File: src/rtl/delay_line_prog.sv
// Per-channel programmable delay line. Delay changes are held pending until every
// channel's shift register is flat, so a switch never drops or duplicates a transition.
module delay_line_prog #(
  parameter int CH        = 4,
  parameter int DEPTH     = 16,
  parameter int RST_DELAY = 12,
  localparam int DW       = $clog2(DEPTH + 1)
) (
  input  logic          clk,
  input  logic          rst,
  input  logic [CH-1:0] inR,
  output logic [CH-1:0] outR,
  input  logic [DW-1:0] cfg_delay,
  input  logic          cfg_we,
  output logic          cfg_pending,
  output logic          cfg_ack,
  output logic [DW-1:0] cur_delay
);

  typedef enum logic {IDLE, PEND} state_t;

  state_t           state_q, state_d;
  logic [DW-1:0]    pend_val_q, pend_val_d;
  logic [DW-1:0]    cur_delay_q, cur_delay_d;
  logic             ack_q, ack_d;
  logic [DEPTH-1:0] stg_q [CH];
  logic [DEPTH-1:0] stg_d [CH];
  logic             quiescent;
  logic [DW-1:0]    clamp_val;

  assign clamp_val = (cfg_delay > DW'(DEPTH)) ? DW'(DEPTH) : cfg_delay;

  always_comb begin
    for (int c = 0; c < CH; c++) begin
      stg_d[c]    = stg_q[c];
      stg_d[c][0] = inR[c];
      for (int i = 1; i < DEPTH; i++) stg_d[c][i] = stg_q[c][i-1];
    end
  end

  // Quiet when no channel has a transition anywhere in its shift register.
  always_comb begin
    quiescent = 1'b1;
    for (int c = 0; c < CH; c++)
      if (stg_q[c] != {DEPTH{inR[c]}}) quiescent = 1'b0;
  end

  // Delay 0 falls through as a combinational bypass.
  always_comb begin
    outR = inR;
    for (int c = 0; c < CH; c++)
      for (int i = 0; i < DEPTH; i++)
        if (cur_delay_q == DW'(i + 1)) outR[c] = stg_q[c][i];
  end

  always_comb begin
    state_d     = state_q;
    pend_val_d  = pend_val_q;
    cur_delay_d = cur_delay_q;
    ack_d       = 1'b0;
    case (state_q)
      IDLE: begin
        if (cfg_we) begin
          pend_val_d = clamp_val;
          state_d    = PEND;
        end
      end
      PEND: begin
        if (cfg_we) begin
          pend_val_d = clamp_val;
        end else if (quiescent) begin
          cur_delay_d = pend_val_q;
          state_d     = IDLE;
          ack_d       = 1'b1;
        end
      end
      default: state_d = IDLE;
    endcase
  end

  always_ff @(posedge clk) begin
    if (!rst) begin
      state_q     <= IDLE;
      pend_val_q  <= '0;
      cur_delay_q <= DW'(RST_DELAY);
      ack_q       <= 1'b0;
      for (int c = 0; c < CH; c++) stg_q[c] <= '0;
    end else begin
      state_q     <= state_d;
      pend_val_q  <= pend_val_d;
      cur_delay_q <= cur_delay_d;
      ack_q       <= ack_d;
      for (int c = 0; c < CH; c++) stg_q[c] <= stg_d[c];
    end
  end

  assign cfg_pending = (state_q == PEND);
  assign cfg_ack     = ack_q;
  assign cur_delay   = cur_delay_q;

endmodule

File: config.mk
export PLATFORM = sky130hd
export DESIGN_NAME = delay_line_prog
export DESIGN_NICKNAME = d
export VERILOG_FILES = /design/src/rtl/delay_line_prog.sv
export SDC_FILE = /design/constraint.sdc
export NUM_CORES = 1
export LEC_CHECK = 0
export ABC_AREA = 0
export CAP_MARGIN = 10
export CORE_MARGIN = 2
export CORE_UTILIZATION = 28
export CTS_BUF_LIST = sky130_fd_sc_hd__clkbuf_8
export DETAILED_ROUTE_END_ITERATION = 7
export GPL_ROUTABILITY_DRIVEN = 0
export RECOVER_POWER = 25
export SYNTH_ARGS = -nofsm -noshare
export SYNTH_HDL_FRONTEND = slang
export SYNTH_SLANG_ARGS = --single-unit
File: constraint.sdc
create_clock -name clk -period 1.8 [get_ports clk]
set_input_delay 0.27 -clock clk [delete_from_list [all_inputs] [get_ports clk]]
set_output_delay 0.27 -clock clk [all_outputs]
set_load 0.005 [all_outputs]
==> flow_summary.ini <==
[status]
status = complete, but fails checks
violations = setup timing

[final_layout]
final_core_util_pct = 42.50
diodes = 0
final_nets = 548
syn2layout_area_growth_pct = 49.25
register_area_sq_um = 1540
layout_common_cells = buf_4, dfxtp_1, and2_1
final_layout_size_suffix_gt1_share_pct = 38.15
layout_commonest_cell = buf_4
n_fill_cell = 1241
final_cells = 712
multi_input_area_sq_um = 2200

[synthesis]
synth_top_family_by_area = simple AND/OR/NAND/NOR gates
synth_nets = 421
synth_edf_count = 0
yosys_most_used_dff = dfxtp_1
yosysWarnings = 0
synth_compound_area_share_pct = 14.29
synth_mux_area_share_pct = 4.774
synth_cells = 409
synth_fa_ha_area_share_pct = 0
netlist_area_sq_um = 3565
synthSimpleGateAreaFrac_pct = 34.29
ys_seq_elements = 76
yosysUniqueCellTypes = 51
syn_area_per_cell_sq_um = 8.716
ys_seq_area_share_pct = 42.68
synthArstFlopShare_pct = 0
synthXorXnorAreaFrac_pct = 0

[min_path]
hold_path_end = stg_q[3][0]$_SDFF_PN0_
min_from = inR[3]
holdPathStages = 2
hp-class = in -> reg

[sta]
finalSetupViolations = 11
hold_viol_final = 0
clock.fmax_ghz = 0.4025
post-route-period-util_pct = 138.0
slew_viol_final = 0
tightestPinTransition_ps = 1180
finalWorstSetupSlack_ps = -684.8
rsz0062_at_grt = true
fin_tns_setup_ps = -4870
skew_ps = 8.943
min_period_ps = 2485
slew-limit-headroom_pct = 21.31

[global_route]
grt_pass1_vias = 3489
grtUsageTotal_pct = 15.53
grt_max_degree = 37
grt_pass1_wl_mm = 16.53
grt_overflow = 0
antenna_found_initial = 0

[setup_path]
crit_required_ps = 1530
crit_path_end_kind = primary output
cp-startpoint = cur_delay[1]$_SDFFE_PN0P_
crit_fanout = 8
worstPathArrival_ps = 2210
rr_startpoint = stg_q[3][10]$_SDFF_PN0_
cp-start-kind = flip-flop
timing_worst_setup_path_type = reg -> out
reg2reg_slack_ps = -420
ff2ff_path_depth = 7
r2r_end = cur_delay[1]$_SDFFE_PN0P_

[die]
die_w_um = 116.8
start_util_pct = 28.48
die_y_um = 116.8
io_pins = 23
core-area_sq_um = 12520
num_rows = 41
dieArea_sq_um = 13650

[clock_network]
htree_levels = 3
ctsRootBufferMaster = clkbuf_8
ctsHoldBuffers = 0
clock_latency_ps = 370
cts_sinks = 76
clockBufferDepth = 2
cts_buffers = 9
cts_tree = built
path_clk_slew_ps = 70

[placement]
place_inst = 677
dp_hpwl_mm = 7.244
pre_cts_ws_ps = -938.1
portBuffers = 22

[detailed_routing]
avgRoutedWirePerCell_um = 14.27
wl_met2_mm = 4.919
highest_layer = met4
postRouteAntennaNets = 0
drt_iter0_markers = 247
wl_met1_mm = 4.620
drc = 0
dr.pass1.iters = 4
wl_mm = 10.16
vias = 3453
wl_met3_um = 411
vias_per_cell = 4.850

[job]
drv_cap = 0

[power_and_ir_drop]
leakage_nw = 2.237
vdd_drop_max_mv = 0.2782
powerDensity_nw_per_um2 = 556.4
## timing repair
action	CTS	global route
gates cloned	1	0
gates resized for setup	53	50
pin swaps	11	28
setup buffers	7	14
setup endpoints to repair	14	12
## state kept, by name (all words and copies together) (netlist names)
signal,flops
cfg_pending,1
pend_val_q,5
cfg_ack,1
stg_q,64
cur_delay,5
## layout make-up
class / count / area share, %
repair buffers: 141 / 22.06
multi-input cells: 298 / 41.35
well taps: 172 / 4.045
inverters: 10 / 0.7761
flip-flops and latches: 76 / 28.95
clock buffers: 9 / 2.328
clock inverters: 6 / 0.4939
## metrics by stage
| stage | power, mW | hold slack [ps] | instance area (sq um) |
|---|---|---|---|
| global placement | 1.921 | 454.2 | 4652 |
| CTS | 2.995 | 385.0 | 5035 |
| floorplan | 1.832 | 391.7 | 3627 |
| global route | 3.084 | 282.6 | 5320 |
| finish | 2.960 | 272.7 | 5320 |
| detailed placement | 1.923 | 456.7 | 4652 |
## cell families after synthesis
kind of cell	count (synthesis)
multiplexers	15
AO/OA/AOI/OAI	81
AND/OR/NAND/NOR	202
flip-flops	76
buffers and inverters	35
## report_power, final
group	leakage (nW)	switching [mW]	total, mW	internal (mW)
registers	0.619	0.0146	1.71	1.70
clock network	0.0924	0.588	1.06	0.470
logic	1.53	0.0868	0.191	0.104
## routing by layer
metal  vias up  GRT usage (%)
met4         0          7.529
met5         -              0
met1      1658          18.84
met3        19          4.171
li1       1714              -
met2        62          25.55
## worst max-delay path: stages (launching register included)
cell and delay (ps):
dfxtp_4 390, bufbuf_16 280, and3b_1 180, o21ai_0 140
a21oi_1 80, a211oi_1 290, a21bo_1 250, a21oi_2 120
buf_2 120
## cell usage after synthesis (2+ instances only)
master	instances	share of area, %
o221ai_1	2	0.49
or4_1	7	1.5
a21oi_1	26	3.7
nor3b_1	2	0.42
nor4b_1	2	0.49
o21a_1	3	0.63
a31oi_1	3	0.53
o22ai_1	11	1.9
dfxtp_1	76	43
a21boi_0	2	0.42
mux2_2	6	1.9
nand4_1	8	1.4
nand2b_1	7	1.2
and3b_1	3	0.74
buf_1	2	0.21
inv_1	10	1.1
nor3_1	12	1.7
buf_2	2	0.28
and2_1	68	12
or3_1	10	1.8
a2bb2oi_1	2	0.49
a211oi_1	2	0.42
o22a_1	3	0.74
o31ai_1	2	0.42
nor4_1	9	1.6
o21ai_0	14	2.0
nor2_1	10	1.1
mux2i_1	8	2.2
or2_2	2	0.35
nand2_1	21	2.2
a22oi_1	2	0.42
o211ai_1	3	0.63
nor2b_1	15	2.6
nand4b_1	2	0.49
nand3b_1	2	0.42
nor4_2	2	0.70
clkbuf_1	20	2.1
nand3_1	15	2.1
## how the worst max path moves through the flow
stage | endpoint | slack (ps) | cells past startpoint
global placement | cur_delay[1]$_SDFFE_PN0P_ | -900 | 8
CTS | outR[3] | -690 | 8
global route | outR[3] | -780 | 8
detailed placement | cur_delay[1]$_SDFFE_PN0P_ | -940 | 8
floorplan | cur_delay[0]$_SDFFE_PN0P_ | -180 | 7
finish | outR[3] | -680 | 8
Note: power is estimated with default switching activity, not from simulation.
